[config.mk]
export PLATFORM = sky130hd
export DESIGN_NAME = mips_alu_muldiv_seq
export DESIGN_NICKNAME = d
export VERILOG_FILES = /design/src/rtl/mips_alu_muldiv_seq.sv
export SDC_FILE = /design/constraint.sdc
export NUM_CORES = 1
export LEC_CHECK = 0
export ABC_CLOCK_PERIOD_IN_PS = 4150
export BUFFER_PORTS_ARGS = -buffer_cell sky130_fd_sc_hd__buf_4
export CAP_MARGIN = 30
export CORE_UTILIZATION = 30
export CTS_CLUSTER_SIZE = 14
export DETAILED_ROUTE_END_ITERATION = 8
export GPL_TIMING_DRIVEN = 0
export HOLD_SLACK_MARGIN = 0.1
export PLACE_DENSITY = 0.51
export SLEW_MARGIN = 10
export SYNTH_ARGS = -nofsm -noshare
export SYNTH_HDL_FRONTEND = slang
export SYNTH_SLANG_ARGS = --single-unit
[constraint.sdc]
create_clock -name clk -period 4.15 [get_ports clk]
set_clock_uncertainty 0.1 [all_clocks]
set_input_delay 0.6225 -clock clk [delete_from_list [all_inputs] [get_ports clk]]
set_output_delay 0.6225 -clock clk [all_outputs]
set_load 0.01 [all_outputs]
[src/rtl/mips_alu_muldiv_seq.sv]
// Multicycle multiply/divide sequencer that owns the MIPS HI/LO registers.
// Ports: clk/reset (sync, active-high); issue/func/data1/data2 from execute;
//        stall (comb), busy (registered state), reg_lo/reg_hi (registered HI/LO).
// Latency: mult/div occupy DATA_W RUN cycles plus one FIX cycle; mt*/mf* complete at accept.
// Backpressure: HI/LO-class ops stall while busy; all other ops pass through untouched.
module mips_alu_muldiv_seq #(
    parameter int DATA_W = 32,
    parameter int CNT_W  = $clog2(DATA_W) + 1,
    parameter int FUNC_W = 4,
    parameter logic [FUNC_W-1:0] F_MULS = 4'h8,
    parameter logic [FUNC_W-1:0] F_MULU = 4'h9,
    parameter logic [FUNC_W-1:0] F_DIVS = 4'hA,
    parameter logic [FUNC_W-1:0] F_DIVU = 4'hB,
    parameter logic [FUNC_W-1:0] F_MTLO = 4'hC,
    parameter logic [FUNC_W-1:0] F_MTHI = 4'hD,
    parameter logic [FUNC_W-1:0] F_MFLO = 4'hE,
    parameter logic [FUNC_W-1:0] F_MFHI = 4'hF
) (
    input  logic              clk,
    input  logic              reset,
    input  logic              issue,
    input  logic [FUNC_W-1:0] func,
    input  logic [DATA_W-1:0] data1,
    input  logic [DATA_W-1:0] data2,
    output logic              stall,
    output logic              busy,
    output logic [DATA_W-1:0] reg_lo,
    output logic [DATA_W-1:0] reg_hi
);

    typedef enum logic [1:0] {IDLE, RUN, FIX} state_t;

    state_t            state_q, state_d;
    logic [CNT_W-1:0]  cnt;
    // p_hi/p_lo: product accumulator for multiply, remainder/quotient for divide
    logic [DATA_W-1:0] p_hi, p_lo;
    logic [DATA_W-1:0] op_b;       // multiplicand or divisor magnitude
    logic              is_div;
    logic              div0;
    logic              neg_q;      // negate product / quotient
    logic              neg_r;      // negate remainder (dividend sign)

    logic              hilo_op, accept, start, is_signed;
    logic [DATA_W-1:0] mag_a, mag_b;
    logic [DATA_W:0]   mul_sum;
    logic [DATA_W:0]   div_shift;
    logic [DATA_W+1:0] div_diff;
    logic [2*DATA_W-1:0] prod_fix;
    logic [DATA_W-1:0] quo_fix, rem_fix;

    assign busy = (state_q != IDLE);

    always_comb begin
        hilo_op   = (func == F_MULS) || (func == F_MULU) || (func == F_DIVS) ||
                    (func == F_DIVU) || (func == F_MTLO) || (func == F_MTHI) ||
                    (func == F_MFLO) || (func == F_MFHI);
        stall     = issue & busy & hilo_op;
        accept    = issue & ~busy & hilo_op;
        start     = accept & ((func == F_MULS) || (func == F_MULU) ||
                              (func == F_DIVS) || (func == F_DIVU));
        is_signed = (func == F_MULS) || (func == F_DIVS);
        // Two's-complement magnitude; the most negative value maps to itself as unsigned.
        mag_a = (is_signed && data1[DATA_W-1]) ? (~data1 + 1'b1) : data1;
        mag_b = (is_signed && data2[DATA_W-1]) ? (~data2 + 1'b1) : data2;

        // Shift-add step: conditionally add multiplicand into the upper half, then shift right.
        mul_sum = {1'b0, p_hi} + (p_lo[0] ? {1'b0, op_b} : '0);
        // Restoring step: shift next dividend bit into remainder and trial-subtract.
        div_shift = {p_hi, p_lo[DATA_W-1]};
        div_diff  = {1'b0, div_shift} - {2'b00, op_b};

        prod_fix = neg_q ? (~{p_hi, p_lo} + 1'b1) : {p_hi, p_lo};
        quo_fix  = neg_q ? (~p_lo + 1'b1) : p_lo;
        rem_fix  = neg_r ? (~p_hi + 1'b1) : p_hi;
    end

    always_comb begin
        state_d = state_q;
        case (state_q)
            IDLE:    if (start) state_d = RUN;
            RUN:     if (cnt == CNT_W'(1)) state_d = FIX;
            FIX:     state_d = IDLE;
            default: state_d = IDLE;
        endcase
    end

    always_ff @(posedge clk) begin
        if (reset) state_q <= IDLE;
        else       state_q <= state_d;
    end

    always_ff @(posedge clk) begin
        if (reset) begin
            cnt    <= '0;
            p_hi   <= '0;
            p_lo   <= '0;
            op_b   <= '0;
            is_div <= 1'b0;
            div0   <= 1'b0;
            neg_q  <= 1'b0;
            neg_r  <= 1'b0;
            reg_lo <= '0;
            reg_hi <= '0;
        end else begin
            if (accept && func == F_MTLO) reg_lo <= data1;
            if (accept && func == F_MTHI) reg_hi <= data1;

            if (start) begin
                cnt    <= CNT_W'(DATA_W);
                is_div <= (func == F_DIVS) || (func == F_DIVU);
                div0   <= ((func == F_DIVS) || (func == F_DIVU)) && (data2 == '0);
                neg_q  <= is_signed && (data1[DATA_W-1] ^ data2[DATA_W-1]);
                neg_r  <= is_signed && data1[DATA_W-1];
                p_hi   <= '0;
                if ((func == F_DIVS) || (func == F_DIVU)) begin
                    p_lo <= mag_a;
                    op_b <= mag_b;
                end else begin
                    p_lo <= mag_b;
                    op_b <= mag_a;
                end
            end

            if (state_q == RUN) begin
                cnt <= cnt - 1'b1;
                if (is_div) begin
                    if (!div_diff[DATA_W+1]) begin
                        p_hi <= div_diff[DATA_W-1:0];
                        p_lo <= {p_lo[DATA_W-2:0], 1'b1};
                    end else begin
                        p_hi <= div_shift[DATA_W-1:0];
                        p_lo <= {p_lo[DATA_W-2:0], 1'b0};
                    end
                end else begin
                    p_hi <= mul_sum[DATA_W:1];
                    p_lo <= {mul_sum[0], p_lo[DATA_W-1:1]};
                end
            end

            if (state_q == FIX) begin
                if (!is_div) begin
                    {reg_hi, reg_lo} <= prod_fix;
                end else if (div0) begin
                    // With a zero divisor every trial subtract succeeds, so the remainder
                    // register ends holding |dividend|; re-applying the dividend sign
                    // restores the raw dividend.
                    reg_lo <= '1;
                    reg_hi <= rem_fix;
                end else begin
                    reg_lo <= quo_fix;
                    reg_hi <= rem_fix;
                end
            end
        end
    end

endmodule

# Word-level counts from Yosys, hierarchy flattened
# Cells that the tools add are included.
dict set report word_totals {
  input_bits 71
  reg_bits 172
  word_cells 94
  out_inout_bits 66
}
dict set report op_classes {
  n_reduce_logical 22
  add_sub_neg 8
  bitwise_logic 12
  muxes 28
  eq_ne 13
}
# operator count
set ops {}
lappend ops {{2-to-1 mux 32 bit} 21}
lappend ops {{adder 32 x 1 -> 32 bit, second input constant} 4}
lappend ops {{NOT 32 bit} 4}
lappend ops {{adder 64 x 1 -> 64 bit, second input constant} 1}
lappend ops {{2-to-1 mux 64 bit} 1}
lappend ops {{NOT 64 bit} 1}
lappend ops {{subtractor 33 x 32 -> 34 bit} 1}
lappend ops {{adder 32 x 32 -> 33 bit} 1}
lappend ops {{== test 4 bit, second input constant} 8}
lappend ops {{logical NOT 32 bit} 1}
lappend ops {{2-to-1 mux 6 bit} 2}
lappend ops {{logical OR 1 bit} 9}
lappend ops {{nonzero test 2 bit} 4}
lappend ops {{== test 6 x 1 -> 1 bit, second input constant} 1}
lappend ops {{logical AND 1 bit} 6}
lappend ops {{subtractor 6 x 1 -> 6 bit, second input constant} 1}
lappend ops {{AND 1 bit} 5}
lappend ops {{2-to-1 mux 2 bit} 2}
lappend ops {{!= test 2 bit, second input constant} 2}
lappend ops {{case mux 2 bit (2 select lines)} 1}
lappend ops {{== test 2 x 1 -> 1 bit, second input constant} 1}
lappend ops {{== test 2 bit, second input constant} 1}
lappend ops {{logical NOT 2 bit} 1}
lappend ops {{AND reduction 2 bit} 1}
lappend ops {{other kinds (3)} 3}

# Logic depth before layout (Yosys ltp)
dict set report depth {
  depth_word 12
  mapped_depth 14
  depth_no_buf 13
}

# Least setup slack after synthesis
# OpenSTA, ideal clock, no wires.
dict set report synth_path {
  path_type {reg2reg}
  startpoint {reg p_lo[0]}
  endpoint {reg reg_hi[30]}
  setup_time_ns 0.086
  t_required_ns 3.964
  path_stages_with_launch 13
  path_slack_ns 0.387
  n_path_buf 1
  arrival_ns 3.577
  cell_sequence {dfxtp_1 -> inv_1 -> clkbuf_1 -> ha_1 -> or4b_2 -> nand2b_1 -> or4_4 -> or3b_4 -> o311a_1 -> a31oi_1 -> xnor2_1 -> nor2_1 -> a211oi_1}
}
dict set report synth_between {
  elab_chain_cells 5
}
# item line
set synth_rtl {}
lappend synth_rtl {{from (decl)} 36} ;# logic [DATA_W-1:0] p_hi, p_lo;
lappend synth_rtl {{from (signal assigned)} 116} ;# p_lo <= mag_a;
lappend synth_rtl {{from (signal assigned)} 119} ;# p_lo <= mag_b;
lappend synth_rtl {{from (signal assigned)} 129} ;# p_lo <= {p_lo[DATA_W-2:0], 1'b1};
lappend synth_rtl {{NOT 64 bit} 72} ;# prod_fix = neg_q ? (~{p_hi, p_lo} + 1'b1) : {p_hi, p_lo};
lappend synth_rtl {{adder 64 x 1 -> 64 bit} 72}
lappend synth_rtl {{2-to-1 mux 64 bit} 72}
lappend synth_rtl {{2-to-1 mux 32 bit} 141} ;# if (!is_div) begin
lappend synth_rtl {{2-to-1 mux 32 bit} 140} ;# if (state_q == FIX) begin
lappend synth_rtl {{to (signal assigned)} 142} ;# {reg_hi, reg_lo} <= prod_fix;
lappend synth_rtl {{to (signal assigned)} 148} ;# reg_hi <= rem_fix;
lappend synth_rtl {{to (signal assigned)} 151} ;# reg_hi <= rem_fix;
lappend synth_rtl {{to (decl)} 28} ;# output logic [DATA_W-1:0] reg_hi
# Every way passes these cells.
# A chain may end at the register's enable or synchronous reset.

# Final worst setup path
dict set report layout_path {
  startpoint {reg p_lo[0]}
  endpoint {reg reg_hi[24]}
}
# The elaborated chain is that of the path after synthesis.

==> metrics.txt <==
# TYPE chip_impl_metric gauge
chip_impl_metric{name="finalSetupViolCount",unit=""} 0
chip_impl_metric{name="report.final.slew_viol_count",unit=""} 0
chip_impl_info{name="worstSetupPathType",value="flip-flop to flip-flop"} 1
chip_impl_metric{name="synth_enable_flop_cells",unit=""} 0
chip_impl_metric{name="max-vdd-ir-drop",unit="uV"} 307
chip_impl_metric{name="detail_route.iter0.violations",unit=""} 1322
chip_impl_metric{name="yosys_warnings",unit=""} 0
chip_impl_info{name="cp-start-kind",value="flip-flop"} 1
chip_impl_metric{name="grt_antenna_before_repair",unit=""} 0
chip_impl_info{name="timing.critical_path.to_type",value="flip-flop"} 1
chip_impl_metric{name="worst_hold_slack",unit="ns"} 0.381
chip_impl_metric{name="coreArea",unit="sq um"} 47700
chip_impl_metric{name="routabilityCongestion",unit=""} 1.00
chip_impl_metric{name="cp.required",unit="ns"} 4.42
chip_impl_info{name="ys.flop_type",value="dfxtp_1"} 1
chip_impl_metric{name="wl_per_cell",unit="um"} 24.4
chip_impl_metric{name="final_hold_vios",unit=""} 0
chip_impl_metric{name="clkSlewWorstSetupHoldPaths",unit="ns"} 0.08
chip_impl_metric{name="max-cap-violations",unit=""} 0
chip_impl_metric{name="postSynthCellCount",unit=""} 1917
chip_impl_metric{name="routed_via_count",unit=""} 15773
chip_impl_metric{name="drcViolationCount",unit=""} 0
chip_impl_metric{name="synth.cell_area",unit="sq um"} 14500
chip_impl_metric{name="worst_ep_arrival_time",unit="ns"} 4.33
chip_impl_info{name="rsz0062_at_grt",value="false"} 1
chip_impl_metric{name="postLayoutCoreUtil",unit=""} 0.358
chip_impl_metric{name="dpl_cell_area",unit="sq um"} 16300
chip_impl_metric{name="worst_slew_pin_slew",unit="ns"} 1.02
chip_impl_metric{name="vias_in_the_first_global_route",unit=""} 15461
chip_impl_metric{name="rows",unit=""} 80
chip_impl_metric{name="postSynth.asyncResetShare",unit=""} 0
chip_impl_metric{name="drt-vias-per-instance",unit=""} 5.82
chip_impl_metric{name="die_width",unit="um"} 222
chip_impl_metric{name="fmaxAchievable",unit="MHz"} 246
chip_impl_metric{name="post-route-min-period",unit="ns"} 4.07
chip_impl_metric{name="holdBufCountCts",unit=""} 0
chip_impl_metric{name="postSynthNetCount",unit=""} 2060
chip_impl_metric{name="layout.nets",unit=""} 2224
chip_impl_info{name="cts_root_buf",value="clkbuf_16"} 1
chip_impl_metric{name="total_leakage_power",unit="nW"} 6.96
chip_impl_metric{name="hpwl",unit="um"} 52900
chip_impl_metric{name="die_area",unit="sq um"} 49200
chip_impl_metric{name="synth_seq_cells",unit=""} 172
chip_impl_metric{name="chipHeight",unit="um"} 222
chip_impl_metric{name="htreeDepth",unit=""} 4
chip_impl_metric{name="n_fill_cell",unit=""} 5059
chip_impl_metric{name="num_io_pins",unit=""} 137
chip_impl_metric{name="drive_above_1_share",unit=""} 0.107
chip_impl_metric{name="powerDensity",unit="nW/um^2"} 276
chip_impl_metric{name="grt_first_pass_wirelength",unit="um"} 97700
chip_impl_metric{name="numCtsBuffers",unit=""} 17
chip_impl_metric{name="multiInputGateArea",unit="sq um"} 10400
chip_impl_metric{name="detailedRoute.firstPassIterationCount",unit=""} 8
chip_impl_metric{name="io_buffers",unit=""} 134
chip_impl_metric{name="synthesized_area_per_cell",unit="sq um"} 7.56
chip_impl_metric{name="maximum_buffer_depth_of_the_clock_tree",unit=""} 2
chip_impl_metric{name="area.sequential",unit="sq um"} 3450
chip_impl_metric{name="final.setup.tns",unit="ns"} 0
chip_impl_metric{name="antenna_cells",unit=""} 0
chip_impl_info{name="result_of_the_run",value="finished clean"} 1
chip_impl_info{name="worst_hold_path_type",value="primary input to flip-flop"} 1
chip_impl_metric{name="final_cell_area",unit="sq um"} 17100
chip_impl_metric{name="finalWirelength",unit="um"} 66100
chip_impl_metric{name="relSlewSlack",unit=""} 0.316
chip_impl_info{name="clock_tree_from_tritoncts",value="built"} 1
chip_impl_metric{name="grt_start_max_net_pins",unit=""} 17
chip_impl_metric{name="synth_sequential_area_ratio",unit=""} 0.237
chip_impl_metric{name="period_share",unit=""} 0.980
chip_impl_metric{name="areaGrowthSynthToFinish",unit="%"} 17.9
chip_impl_metric{name="clk_latency",unit="ns"} 0.47
chip_impl_metric{name="netlist-cell-type-count",unit=""} 81
chip_impl_metric{name="drtAntennaViolNets",unit=""} 0
chip_impl_metric{name="starting_density_of_the_core",unit=""} 0.304
chip_impl_metric{name="path_max_fanout",unit=""} 10
chip_impl_metric{name="global_route.usage.total",unit=""} 0.262
chip_impl_metric{name="clock_sink_count",unit=""} 172
chip_impl_metric{name="globalRouteOverflowTotal",unit=""} 0
## cells in the mapped netlist (all sizes together), types with 10 or more instances
master,count,area (sq um)
a21oi,147,736
clkbuf,109,410
o41ai,13,114
nor2b,18,113
nand2,141,529
o21ai,94,470
or3,17,106
nand3,40,200
mux2i,103,1030
a211oi,73,548
a22oi,23,173
a31oi,16,100
xor2,96,841
a221oi,38,333
nor2,239,897
o21a,10,75.1
dfxtp,172,3440
ha,70,876
o31ai,22,170
o22ai,12,75.1
nor4,16,106
o211ai,22,165
o21bai,13,97.6
nand2b,20,125
xnor2,70,613
a222oi,20,200
inv,67,251
nor3,60,300
a21o,21,158
buf,18,80.1
or4,15,124
## metrics by stage
step / power [mW] / setup slack [ns] / std cells
after floorplan: 2.52 / 0.387 / 1917
after global placement: 2.97 / -1.21 / 2666
after detailed placement: 2.98 / -1.03 / 2669
after CTS: 4.69 / 0.0221 / 2706
after global routing: 4.89 / 0.0122 / 2709
final: 4.72 / 0.0842 / 2709
## state kept, by name, indices dropped and copies added, names as in the netlist
name     flops
p_hi        32
p_lo        32
reg_lo      32
state_q      2
cnt          6
div0         1
neg_q        1
neg_r        1
op_b        32
reg_hi      32
is_div       1
## cell families (layout without fill, tap and decap cells)
kind of cell,Yosys count,count (layout),synth area share
buffers and inverters,195,372,0.0514
and+or+nand+nor,623,623,0.201
xor gates and xnor gates,166,166,0.100
AOI/OAI and AO/OA,583,583,0.274
DFF,172,172,0.237
muxes,106,106,0.0734
adders and majority gates,72,72,0.0632
## routing by layer
metal	wire length, um	global-route usage	part of all wire	vias up
met5	0	0	0	-
met4	2200	0.108	0.033	0
met3	3560	0.0319	0.054	99
met2	31600	0.447	0.48	590
met1	28700	0.333	0.43	7684
li1	-	-	-	7400
## power breakdown
group          internal (mW)  switching, mW  total [mW]
sequential              1.70         0.0683        1.77
combinational          0.453          0.794        1.25
clock                  0.909          0.792        1.70
## critical path, stage by stage (launching register included)
cell	delay, ns
dfxtp_4	0.40
inv_6	0.11
clkbuf_16	0.18
ha_2	0.22
or4b_2	0.61
nand2b_4	0.20
or4_4	0.48
or3b_4	0.49
o31ai_4	0.36
buf_6	0.19
a21oi_1	0.07
xor2_1	0.21
nor2_1	0.10
a211oi_1	0.24
## layout by cell type, fill, tap and decap left out, drive strengths merged, types with 18 or more instances in the layout
master	instances
a221oi	38
mux2i	103
a22oi	23
nor2	239
o21ai	94
o211ai	22
nor3	60
dfxtp	172
a21o	21
a21oi	147
nand2	141
inv	72
xor2	96
nor2b	18
ha	70
nand2b	20
a211oi	73
clkbuf	127
buf	164
o31ai	22
xnor2	70
nand3	40
a222oi	20
## path summary, 6_finish.rpt
| kind | depth (start not counted) | slack, ns | end | start |
|---|---|---|---|---|
| setup / recovery | 13 | 0.08 | reg_hi[24] | p_lo[0] |
| hold / removal | 3 | 0.38 | op_b[31] | data2[31] |
| setup reg to reg | 13 | 0.08 | reg_hi[24] | p_lo[0] |
| hold reg to reg | 2 | 0.38 | op_b[9] | op_b[9] |
## area by class of cell
type | instances | area share
buffer | 126 | 0.0304
multi-input combinational | 1550 | 0.609
tap | 615 | 0.0450
sequential | 172 | 0.202
inverter | 68 | 0.0152
timing repair buffer | 146 | 0.0651
clock buffer | 19 | 0.0259
clock inverter | 13 | 0.00805
## timing repair
action	CTS	global route
cloned	1	0
pin swaps	1	5
buffers inserted	5	0
setup endpoints to repair	59	33
gates resized for setup	20	20
Note: power is estimated with default switching activity, not from simulation.
